`src/rtl/spi_pkg.sv`:
```
// Shared types and helpers for the SPI master and its receive sampler.
package spi_pkg;

    localparam int DEF_DATA_WIDTH = 8;

    typedef enum logic [1:0] {
        IDLE  = 2'd0,
        SHIFT = 2'd1,
        GAP   = 2'd2
    } state_t;

    function automatic int sel_w(input int n);
        return (n > 1) ? $clog2(n) : 1;
    endfunction

endpackage

```
`src/rtl/spi_master_rx_sampler.sv`:
```
// Negedge MISO shift register, LSB-first; one bit per falling SCLK while enabled.
// Zero latency beyond the sampling edge; no backpressure, the frame length bounds the shifts.
module spi_master_rx_sampler #(
    parameter int DATA_WIDTH = spi_pkg::DEF_DATA_WIDTH
) (
    input  logic                  SCLK,
    input  logic                  reset,
    input  logic                  en,
    input  logic                  sdi,
    output logic [DATA_WIDTH-1:0] rx
);

    // Shift toward the LSB so the first received bit ends up in bit 0.
    always_ff @(negedge SCLK or posedge reset) begin
        if (reset)
            rx <= '0;
        else if (en)
            rx <= (rx >> 1) | (DATA_WIDTH'(sdi) << (DATA_WIDTH - 1));
    end

endmodule

```
`src/rtl/spi_master.sv`:
```
// SPI master: one DATA_WIDTH frame per accepted start, done pulse DATA_WIDTH cycles after accept.
// No queueing: start is ignored while busy or when slaveSel is out of range.
module spi_master
    import spi_pkg::*;
#(
    parameter int DATA_WIDTH = DEF_DATA_WIDTH,
    parameter int N_SLAVES   = 4,
    parameter int GAP_CYCLES = 1
) (
    input  logic                        SCLK,
    input  logic                        reset,
    input  logic                        start,
    input  logic [sel_w(N_SLAVES)-1:0]  slaveSel,
    input  logic [DATA_WIDTH-1:0]       masterDataToSend,
    output logic [DATA_WIDTH-1:0]       masterDataReceived,
    output logic                        busy,
    output logic                        done,
    output logic [N_SLAVES-1:0]         CS,
    output logic                        MOSI,
    input  logic                        MISO
);

    localparam int SW    = sel_w(N_SLAVES);
    localparam int CNT_W = (DATA_WIDTH > 1) ? $clog2(DATA_WIDTH) : 1;
    localparam int GAP_W = $clog2(GAP_CYCLES + 1);

    localparam logic [CNT_W-1:0] CNT_LAST  = CNT_W'(DATA_WIDTH - 1);
    localparam logic [GAP_W-1:0] GAP_LAST  = GAP_W'(GAP_CYCLES - 1);
    localparam logic [SW:0]      SLAVE_LIM = (SW + 1)'(N_SLAVES);

    state_t                state;
    logic [CNT_W-1:0]      cnt;
    logic [GAP_W-1:0]      gap_cnt;
    logic [DATA_WIDTH-1:0] tx_sh;
    logic [DATA_WIDTH-1:0] rx_sh;
    logic                  sel_ok;
    logic                  cs_active;

    assign sel_ok    = ({1'b0, slaveSel} < SLAVE_LIM);
    assign cs_active = ~&CS;

    spi_master_rx_sampler #(
        .DATA_WIDTH (DATA_WIDTH)
    ) u_rx_sampler (
        .SCLK  (SCLK),
        .reset (reset),
        .en    (cs_active),
        .sdi   (MISO),
        .rx    (rx_sh)
    );

    always_ff @(posedge SCLK or posedge reset) begin
        if (reset) begin
            state              <= IDLE;
            cnt                <= '0;
            gap_cnt            <= '0;
            tx_sh              <= '0;
            CS                 <= '1;
            MOSI               <= 1'b0;
            busy               <= 1'b0;
            done               <= 1'b0;
            masterDataReceived <= '0;
        end else begin
            done <= 1'b0;
            case (state)
                IDLE: begin
                    if (start && sel_ok) begin
                        // Bit 0 goes out with the accept edge; tx_sh holds what remains.
                        MOSI  <= masterDataToSend[0];
                        tx_sh <= masterDataToSend >> 1;
                        CS    <= ~(N_SLAVES'(1) << slaveSel);
                        cnt   <= '0;
                        busy  <= 1'b1;
                        state <= SHIFT;
                    end
                end
                SHIFT: begin
                    if (cnt == CNT_LAST) begin
                        CS                 <= '1;
                        MOSI               <= 1'b0;
                        masterDataReceived <= rx_sh;
                        done               <= 1'b1;
                        gap_cnt            <= '0;
                        state              <= GAP;
                    end else begin
                        cnt   <= cnt + 1'b1;
                        MOSI  <= tx_sh[0];
                        tx_sh <= tx_sh >> 1;
                    end
                end
                GAP: begin
                    if (gap_cnt == GAP_LAST) begin
                        busy  <= 1'b0;
                        state <= IDLE;
                    end else begin
                        gap_cnt <= gap_cnt + 1'b1;
                    end
                end
                default: state <= IDLE;
            endcase
        end
    end

endmodule
```
`config.mk`:
```
export PLATFORM = sky130hd
export DESIGN_NAME = spi_master
export DESIGN_NICKNAME = d
export VERILOG_FILES = /design/src/rtl/spi_pkg.sv /design/src/rtl/spi_master_rx_sampler.sv /design/src/rtl/spi_master.sv
export SDC_FILE = /design/constraint.sdc
export NUM_CORES = 1
export LEC_CHECK = 0
export ABC_CLOCK_PERIOD_IN_PS = 2000
export CAP_MARGIN = 20
export CELL_PAD_IN_SITES_DETAIL_PLACEMENT = 1
export CELL_PAD_IN_SITES_GLOBAL_PLACEMENT = 1
export CORE_ASPECT_RATIO = 1.5
export CORE_UTILIZATION = 42
export CTS_CLUSTER_DIAMETER = 30
export DETAILED_ROUTE_END_ITERATION = 8
export PLACE_DENSITY = 0.79
export SKIP_LAST_GASP = 1
export SYNTH_ARGS = -nofsm -noshare
export SYNTH_HDL_FRONTEND = slang
export SYNTH_SLANG_ARGS = --single-unit
```
`constraint.sdc`:
```
create_clock -name SCLK -period 2 [get_ports SCLK]
set_input_delay 0.2 -clock SCLK [delete_from_list [all_inputs] [get_ports SCLK]]
set_output_delay 0.2 -clock SCLK [all_outputs]
set_load 0.02 [all_outputs]
```
# [Word-level counts from Yosys, hierarchy flattened]
# Index checks and enable logic that the tools add are counted.
[word_totals] ff_bits=37 output_inout_bits=15 wordCells=58 inputBits=14
[classes] reduce_logical=12 n_eq_ne=7 mux=24 shift=1 n_bitwise=2 add_sub_neg=2
[op_table] cell="two-way mux 8 bit" count=2
[op_table] cell="one-hot mux 8 bit (2 select lines)" count=1
[op_table] cell="AND reduction 3 bit" count=4
[op_table] cell="two-way mux 1 bit" count=8
[op_table] cell="two-way mux 4 bit" count=2
[op_table] cell="inequality test 2 bit (second input constant)" count=4
[op_table] cell="OR 7 x 8 -> 8 bit" count=1
[op_table] cell="one-hot mux 4 bit (2 select lines)" count=1
[op_table] cell="two-way mux 2 bit" count=3
[op_table] cell="two-way mux 3 bit" count=2
[op_table] cell="one-hot mux 1 bit (2 select lines)" count=3
[op_table] cell="one-hot mux 2 bit (3 select lines)" count=1
[op_table] cell="one-hot mux 3 bit (2 select lines)" count=1
[op_table] cell="AND reduction 2 bit" count=3
[op_table] cell="nonzero test 2 bit" count=3
[op_table] cell="inverter 4 bit" count=1
[op_table] cell="AND reduction 4 bit" count=1
[op_table] cell="left shift 1 x 2 -> 4 bit (first input constant)" count=1
[op_table] cell="adder 3 x 1 -> 3 bit (second input constant)" count=1
[op_table] cell="== test 3 bit (second input constant)" count=1
[op_table] cell="== test 2 x 1 -> 1 bit (second input constant)" count=1
[op_table] cell="== test 2 bit (second input constant)" count=1
[op_table] cell="logical NOT 2 bit" count=1
[op_table] cell="adder 1 bit (second input constant)" count=1

# [Longest topological paths before layout]
# Gate-level depths: netlist of the first run.
[depth] depth_word=4 mapped_depth=5 ltp_nobuf=5

# [Modules after synthesis]
# A second synthesis of the first run with hierarchy kept.
[unflattened] cells_unflattened=113 area_unflattened_um2=1632.8
[modules_own_cells] module="spi_master" cells_each=95 area_each_um2=1297.5 seq_area_each_um2=680.7 n_inst=1
[modules_own_cells] module="spi_master_rx_sampler" cells_each=18 area_each_um2=335.3 seq_area_each_um2=200.2 n_inst=1

==> flow_summary.yaml, run 1 <==
layout:
  postLayoutCellArea_um2: 2050
  layout-drive-gt1-share: 0.377
  insertedDiodeCount: 0
  mostFrequentLayoutCells: "clkdlybuf4s50_1, mux2_2, dfrtp_1"
  utilization: 0.590
  layoutNonFillerInstCount: 193
  final_nets: 167
  layout_commonest_cell: "clkdlybuf4s50_1"
  syn2layout_area_growth_pct: 31.5
place:
  port_buffers: 28
  routabilityCongestion: 0.688
  dp.cells: 184
  post-dp-hpwl_mm: 2.53
  dpl_cell_area_um2: 1920
logic_synthesis:
  yosys_warnings: 0
  synth_cells: 108
  synthesis.nets: 125
  synth.distinct_cells: 28
  synth.avg_cell_area_um2: 14.5
  yosysSeqAreaShare: 0.564
  synthTopCellsByArea: "dfrtp_1, mux2_2, dfrtn_1, dfstp_2, mux2_4"
  synth_area_leader_cell: "dfrtp_1"
  synth_top_cell_area_share: 0.369
  syn_area_um2: 1560
  ys_seq_elements: 35
clock_tree:
  clkTransAtPathRegs_ns: 0.07
  cts_tree: "built"
  cts_buffers: 5
  cts.path.max_buffers: 2
  cts_root_buf: "clkbuf_8"
  h-tree-depth: 2
  clock-sinks: 35
  clock_latency_ns: 0.29
critical_path:
  slowest_delay_ns: 0.54
  cp_max_fo: 8
  setup.worst_path.start_class: "flip-flop"
  reg2reg_to: "u_rx_sampler.rx[2]"
  crit_family: "flip-flops"
  cp.depth: 3
  path_cells: "nand4_1 > buf_6 > mux2_2"
  worst-path-buf-inv: 1
  r2r-start: "CS[1]"
  r2r_setup_slack_ns: -0.23
  crit_arrival_ns: 1.36
  rr_worst_depth: 3
  worstSetupEndpointType: "flip-flop"
  worst_ep_required_time_ns: 1.13
  criticalPathCategory: "flip-flop to flip-flop"
  slowest_stage: "dfstp_2"
drt:
  drc: 0
  drt_first_pass_iters: 4
  vias: 1023
  ant_nets: 0
  routed_wl_mm: 3.26
  wire_per_inst_um: 16.9
  via_per_inst: 5.30
  drt-initial-drc-count: 6
power_and_ir_drop:
  vdd_drop_max_mv: 1.02
  p_leak_nw: 0.932
  power_density_nw_per_um2: 1840
worst_hold_path:
  min_path_cells: 1
  hold_class: "flip-flop to flip-flop"
  worstHoldStart: "u_rx_sampler.rx[0]"
  min_to: "u_rx_sampler.rx[0]"
sta:
  slew_headroom: 0.648
  setup_tns_ns: -1.76
  rsz0062_at_grt: "true"
  finalHoldViolCount: 0
  fin_ws_ns: -0.228
  whs_ns: 0.482
  maxSlewViolCount: 0
  setup_viol: 8
  clock_skew_ns: 0.0131
  tightestPinTransition_ns: 0.528
global_route:
  grt_start_max_net_pins: 13
  first_global_vias: 1198
  grt_pass1_wl_mm: 5.64
  antenna_found_initial: 0
  grt_use_total: 0.194
  grt.overflow.total: 0
status:
  status: "finished, violations left"
  violations: "setup timing"
floorplanning:
  start_util: 0.449
  coreArea_um2: 3480
  fp.dieW_um: 51.8
  boundaryPins: 29
  dieArea_um2: 3970
  rows: 26
  dieHeight_um: 76.7
run:
  drv_cap: 0
-- synth_stat cells --
cell type	count
nor4b_1	2
nor2b_1	1
o31ai_1	1
o21ai_2	1
mux2_2	25
ha_1	3
o21ai_0	2
inv_1	6
o22a_1	1
dfrtp_1	23
buf_6	4
nand2b_4	1
nand4_1	1
o22ai_1	1
nand3b_1	3
nand2_2	1
mux2i_1	2
nand3_1	1
nor2_1	1
mux2_4	6
and2_1	1
dfstp_2	4
nand2b_1	1
nor4_1	1
a21oi_1	3
a21o_1	3
dfrtn_1	8
nor3_1	1
-- how the worst max path moves through the flow --
stage                     startpoint            endpoint  slack [ns]
after floorplan                CS[2]  u_rx_sampler.rx[7]       -0.39
after global placement         CS[0]  u_rx_sampler.rx[4]       -0.21
after detailed placement       CS[0]  u_rx_sampler.rx[2]       -0.25
after CTS                      CS[0]  u_rx_sampler.rx[2]       -0.24
after global routing           CS[0]  u_rx_sampler.rx[2]       -0.27
final                          CS[1]  u_rx_sampler.rx[2]       -0.23
-- timing repair --
action | 4_1_cts | 5_1_grt
hold buffers | 0 | 0
resized for setup | 1 | 0
setup endpoints to repair | 8 | 8
buffers inserted | 1 | 0
endpoints found under the hold margin | 0 | 0
-- sequential cells by signal, summed over array words and instances (netlist names) --
| register | cells |
|---|---|
| busy | 1 |
| masterDataReceived | 8 |
| cnt | 3 |
| state | 2 |
| tx_sh | 7 |
| CS | 4 |
| u_rx_sampler.rx | 8 |
| MOSI | 1 |
| done | 1 |
-- routing by layer --
metal	share of wire	global-route usage	wire [µm]
met4	0.013	0.0649	43
met1	0.36	0.195	1180
met2	0.58	0.358	1880
met5	0	0	0
met3	0.050	0.0615	162
-- area by class of cell --
| class | count | area (µm²) |
|---|---|---|
| well taps | 42 | 52.6 |
| inverters | 6 | 22.5 |
| repair buffers | 39 | 367 |
| multi-input cells | 63 | 613 |
| clock inverters | 2 | 35.0 |
| fillers | 361 | 1430 |
| clock buffers | 6 | 82.6 |
| flip-flops and latches | 35 | 881 |
-- through the flow --
stage	power (W)	setup WS (ns)
finish	0.00379	-0.228
CTS	0.00385	-0.244
floorplan	0.00253	-0.388
global route	0.00403	-0.268
global placement	0.00302	-0.206
detailed placement	0.00314	-0.251
-- power breakdown --
| part | total [W] | switching, W | internal (W) |
|---|---|---|---|
| sequential | 0.00132 | 0.000232 | 0.00109 |
| clock | 0.000658 | 0.000255 | 0.000403 |
| combinational | 0.00180 | 0.000753 | 0.00105 |
| total | 0.00379 | 0.00124 | 0.00255 |
-- cell families after synthesis --
| group | Yosys count | synth area share |
|---|---|---|
| adder cells (fa/ha/maj) | 3 | 0.0240 |
| AND/OR/NAND/NOR | 15 | 0.0673 |
| flip-flops | 35 | 0.564 |
| AO/OA/AOI/OAI | 12 | 0.0505 |
| multiplexers | 33 | 0.251 |
| buffers and inverters | 10 | 0.0433 |
Power figures use the tool's default switching activity.
==> inputs of run 2 (changes only) <==
--- a/config.mk
+++ b/config.mk
@@ -12,6 +12,6 @@
 export CORE_ASPECT_RATIO = 1.5
-export CORE_UTILIZATION = 42
+export CORE_UTILIZATION = 35
 export CTS_CLUSTER_DIAMETER = 30
 export DETAILED_ROUTE_END_ITERATION = 8
-export PLACE_DENSITY = 0.79
+export PLACE_DENSITY = 0.67
 export SKIP_LAST_GASP = 1
--- a/constraint.sdc
+++ b/constraint.sdc
@@ -3,2 +3,2 @@
 set_output_delay 0.2 -clock SCLK [all_outputs]
-set_load 0.02 [all_outputs]
+set_load 0.05 [all_outputs]
==> run 2 against run 1 <==
Compared with the run above: design area shrank 0.12%; non-clock buffer count grew 1; die area grew 19%; clock skew grew 0.00090 ns; register-to-register slack gained 0.02 ns; worst hold slack lost 0.0025 ns; clock power shrank 15%; critical path depth is the same; the flow still finishes with violations (setup timing); first-iteration DRC count grew 130%; core utilization shrank 11 points; wire length shrank 7.0%; largest cell class unchanged; cell count grew 2.6%.
==> flow_summary.yaml, run 2 (synthesis gave the netlist of run 1 again) <==
status:
  status: "finished, violations left"
  violations: "setup timing"
global_route:
  first_global_vias: 1132
  grt_use_total: 0.147
  grt_pass1_wl_mm: 5.40
  grt_start_max_net_pins: 15
  antenna_found_initial: 0
  grt.overflow.total: 0
place:
  post-dp-hpwl_mm: 2.28
  routabilityCongestion: 0.680
  dp.cells: 189
  port_buffers: 28
sta:
  clock_skew_ns: 0.0140
  setup_viol: 8
  finalHoldViolCount: 0
  setup_tns_ns: -1.60
  tightestPinTransition_ns: 0.523
  fin_ws_ns: -0.211
  slew_headroom: 0.651
  rsz0062_at_grt: "true"
  maxSlewViolCount: 0
layout:
  top_regs: "masterDataReceived (8), u_rx_sampler.rx (8), tx_sh (7)"
  final_nets: 168
  layout_commonest_cell: "clkdlybuf4s50_1"
  layoutNonFillerInstCount: 198
  insertedDiodeCount: 0
  syn2layout_area_growth_pct: 31.3
  mostFrequentLayoutCells: "clkdlybuf4s50_1, mux2_2, dfrtp_1"
  layout-drive-gt1-share: 0.375
drt:
  vias: 997
  drt_first_pass_iters: 2
  wire_per_inst_um: 15.3
  via_per_inst: 5.04
  routed_wl_mm: 3.03
  ant_nets: 0
  drt-initial-drc-count: 14
  drc: 0
critical_path:
  worstSetupEndpointType: "flip-flop"
  cp.depth: 3
  slowest_delay_ns: 0.53
  setup.worst_path.start_class: "flip-flop"
  r2r-start: "CS[2]"
  worst-path-buf-inv: 1
  criticalPathCategory: "flip-flop to flip-flop"
  r2r_setup_slack_ns: -0.21
  slowest_stage: "dfstp_2"
  cp_max_fo: 8
  crit_arrival_ns: 1.34
  path_cells: "nand4_1 > buf_6 > mux2_2"
  crit_family: "flip-flops"
  startpoint: "CS[2]"
  worst_ep_required_time_ns: 1.13
  reg2reg_to: "u_rx_sampler.rx[4]"
  crit_end: "u_rx_sampler.rx[4]"
  rr_worst_depth: 3
clock_tree:
  cts_root_buf: "clkbuf_8"
  cts_buffers: 5
  clock-sinks: 35
  clkTransAtPathRegs_ns: 0.07
  clock_latency_ns: 0.29
  cts_tree: "built"
  h-tree-depth: 2
  cts.path.max_buffers: 2
power_and_ir_drop:
  vdd_drop_max_mv: 1.22
  p_leak_nw: 0.928
  power_density_nw_per_um2: 1950
floorplanning:
  rows: 29
  boundaryPins: 29
  start_util: 0.368
  dieHeight_um: 83.8
  dieArea_um2: 4740
  coreArea_um2: 4250
  fp.dieW_um: 56.5
worst_hold_path:
  hold_class: "flip-flop to flip-flop"
run:
  drv_cap: 0
==> run 2: how the worst min path moves through the flow <==
| stage | start | end | slack (ns) | depth (start not counted) |
|---|---|---|---|---|
| after floorplan | reset | MOSI | 0.35 | 1 |
| after global placement | u_rx_sampler.rx[0] | u_rx_sampler.rx[0] | 0.47 | 1 |
| after detailed placement | u_rx_sampler.rx[0] | u_rx_sampler.rx[0] | 0.47 | 1 |
| after CTS | u_rx_sampler.rx[0] | u_rx_sampler.rx[0] | 0.48 | 1 |
| after global routing | u_rx_sampler.rx[6] | u_rx_sampler.rx[6] | 0.50 | 1 |
| final | u_rx_sampler.rx[0] | u_rx_sampler.rx[0] | 0.48 | 1 |
==> run 2: cell type report <==
class	count	area (µm²)
clock buffer	8	100
tap	46	57.6
fill	431	2190
inverter	6	22.5
timing repair buffer	40	377
multi-input combinational	63	613
sequential	35	881
==> run 2: repair_timing <==
action / in CTS / in global routing
resized for setup: 1 / 1
hold buffers: 0 / 0
setup buffers: 1 / 0
endpoints found under the setup margin: 8 / 9
==> run 2: metal layers <==
layer / up-vias / share of wire / track usage
met1: 501 / 0.41 / 0.173
met5: - / 0 / 0
met3: 6 / 0.043 / 0.0403
met4: 0 / 0.017 / 0.0532
li1: 467 / - / -
met2: 23 / 0.53 / 0.250
==> run 2: stage by stage <==
step           hold WS (ns)  power, W  utilization  setup WS, ns  instance area [µm²]
2_1_floorplan         0.351   0.00286            -        -0.525                 1560
3_3_place_gp          0.466   0.00337        0.456        -0.208                 1940
3_5_place_dp          0.469   0.00346        0.456        -0.233                 1940
4_1_cts               0.475   0.00407        0.482        -0.229                 2050
5_1_grt               0.502   0.00425        0.483        -0.258                 2050
6_report              0.479   0.00400        0.483        -0.211                 2050
==> run 2: where the power goes <==
part           switching, W  internal, W
sequential         0.000225      0.00109
combinational       0.00106      0.00106
clock              0.000245     0.000314
==> inputs of run 3 (changes only) <==
- CORE_ASPECT_RATIO: 1.5 -> unset
==> run 3 against run 2 <==
Compared with the run above: sequential share of layout area grew 0.11 points; the run still ends with setup timing left; critical path depth is the same; worst hold slack improved by 0.0011 ns; clock skew fell by 0.0064 ns; largest power group unchanged; register-to-register slack got worse by 0.04 ns; clock power is essentially flat; critical path type unchanged; wire length increased by 0.63%.
==> flow_summary.yaml, run 3 (synthesis gave the netlist of run 1 again) <==
status:
  status: "finished, violations left"
  violations: "setup timing"
floorplanning:
  dieHeight_um: 68.8
  rows: 23
  coreArea_um2: 4140
  start_util: 0.377
  fp.dieW_um: 68.8
  boundaryPins: 29
  dieArea_um2: 4730
drt:
  via_per_inst: 4.92
  drc: 0
  route.met2.wl_mm: 1.46
  wire_per_inst_um: 15.2
  vias: 988
  drt_first_pass_iters: 4
  routed_wl_mm: 3.05
  ant_nets: 0
  drt-initial-drc-count: 28
  top_layer: "met4"
  wl_met1_mm: 1.39
  met3RoutedLength_um: 137
place:
  post-dp-hpwl_mm: 2.34
  dp.cells: 193
  dpl_cell_area_um2: 1940
  routabilityCongestion: 0.769
  port_buffers: 28
clock_tree:
  cts_buffers: 5
  cts_tree: "built"
  clock-sinks: 35
  clkTransAtPathRegs_ns: 0.07
  h-tree-depth: 2
  cts_root_buf: "clkbuf_8"
  clock_latency_ns: 0.29
  cts_setup_buffers: 0
  cts.path.max_buffers: 2
sta:
  maxSlewViolCount: 0
  setup_viol: 8
  clock_skew_ns: 0.00751
  fin_ws_ns: -0.247
  finalHoldViolCount: 0
  slew_headroom: 0.658
  rsz0062_at_grt: "true"
  whs_ns: 0.480
  tightestPinTransition_ns: 0.513
layout:
  layout_commonest_cell: "clkdlybuf4s50_1"
  layout-drive-gt1-share: 0.371
  postLayoutCellArea_um2: 2050
  layoutNonFillerInstCount: 201
  top_regs: "masterDataReceived (8), u_rx_sampler.rx (8), tx_sh (7)"
  syn2layout_area_growth_pct: 31.0
  final_nets: 167
  multi_input_comb_area_um2: 613
  insertedDiodeCount: 0
  fill_cells: 426
  seq_area_um2: 881
  mostFrequentLayoutCells: "clkdlybuf4s50_1, mux2_2, dfrtp_1"
power_and_ir_drop:
  power_density_nw_per_um2: 1950
  vdd_drop_max_mv: 0.660
  total_power_w: 0.00399
  p_leak_nw: 0.923
global_route:
  grt.overflow.total: 0
  antenna_found_initial: 0
  grt_use_total: 0.158
  grt_start_max_net_pins: 13
  grt_pass1_wl_mm: 5.18
  first_global_vias: 1042
critical_path:
  slowest_stage: "dfstp_2"
  cp_max_fo: 8
  slowest_delay_ns: 0.54
  r2r-start: "CS[3]"
  crit_arrival_ns: 1.38
  criticalPathCategory: "flip-flop to flip-flop"
  path_cells: "nand4_1 > buf_6 > mux2_2"
  startpoint: "CS[3]"
  worstSetupEndpointType: "flip-flop"
  worst_ep_required_time_ns: 1.14
  setup.worst_path.start_class: "flip-flop"
worst_hold_path:
  worstHoldStart: "u_rx_sampler.rx[0]"
  hold_class: "flip-flop to flip-flop"
run:
  drv_cap: 0
==> run 3: metrics by stage <==
step                setup slack (ns)  TNS, ns   util
CTS                           -0.246    -1.89  0.494
floorplan                     -0.525    -4.20      -
detailed placement            -0.261    -1.99  0.469
global placement              -0.194    -1.55  0.469
finish                        -0.247    -1.92  0.494
global route                  -0.276    -2.15  0.494
==> run 3: worst paths after layout <==
| check | to | cells after the start | slack, ns |
|---|---|---|---|
| min in group asynchronous | cnt[2] | 3 | 0.55 |
| worst max-delay path | u_rx_sampler.rx[5] | 3 | -0.25 |
| worst min-delay path | u_rx_sampler.rx[0] | 1 | 0.48 |
| worst min register to register | u_rx_sampler.rx[0] | 1 | 0.48 |
| worst max register to register | u_rx_sampler.rx[5] | 3 | -0.25 |
| max in group asynchronous | u_rx_sampler.rx[6] | 2 | 0.58 |
==> run 3: cell type report <==
| type | instances | area share |
|---|---|---|
| Sequential cell | 35 | 0.431 |
| Clock buffer | 8 | 0.0489 |
| Multi-Input combinational cell | 63 | 0.300 |
| Tap cell | 50 | 0.0306 |
| Timing Repair Buffer | 39 | 0.179 |
| Inverter | 6 | 0.0110 |
==> run 3: critical path: cells and delay by family, from the launching register on <==
family / cells / cell delay (ns)
DFF: 1 / 0.54
and+or+nand+nor: 1 / 0.13
buffers and inverters: 1 / 0.17
muxes: 1 / 0.27
==> run 3: power by group <==
group	internal (W)	switching, W
combinational	0.00105	0.00110
sequential	0.00109	0.000197
clock	0.000314	0.000242
total	0.00245	0.00153
==> run 3: layer usage <==
layer | vias up | track usage
met1 | 494 | 0.201
li1 | 468 | -
met3 | 6 | 0.0543
met5 | - | 0
met2 | 20 | 0.240
met4 | 0 | 0.0765
==> run 3: timing repair <==
action / CTS / global route
hold buffers: 0 / 0
pin swaps: 1 / 0
gates resized for setup: 1 / 0
setup endpoints to repair: 8 / 8
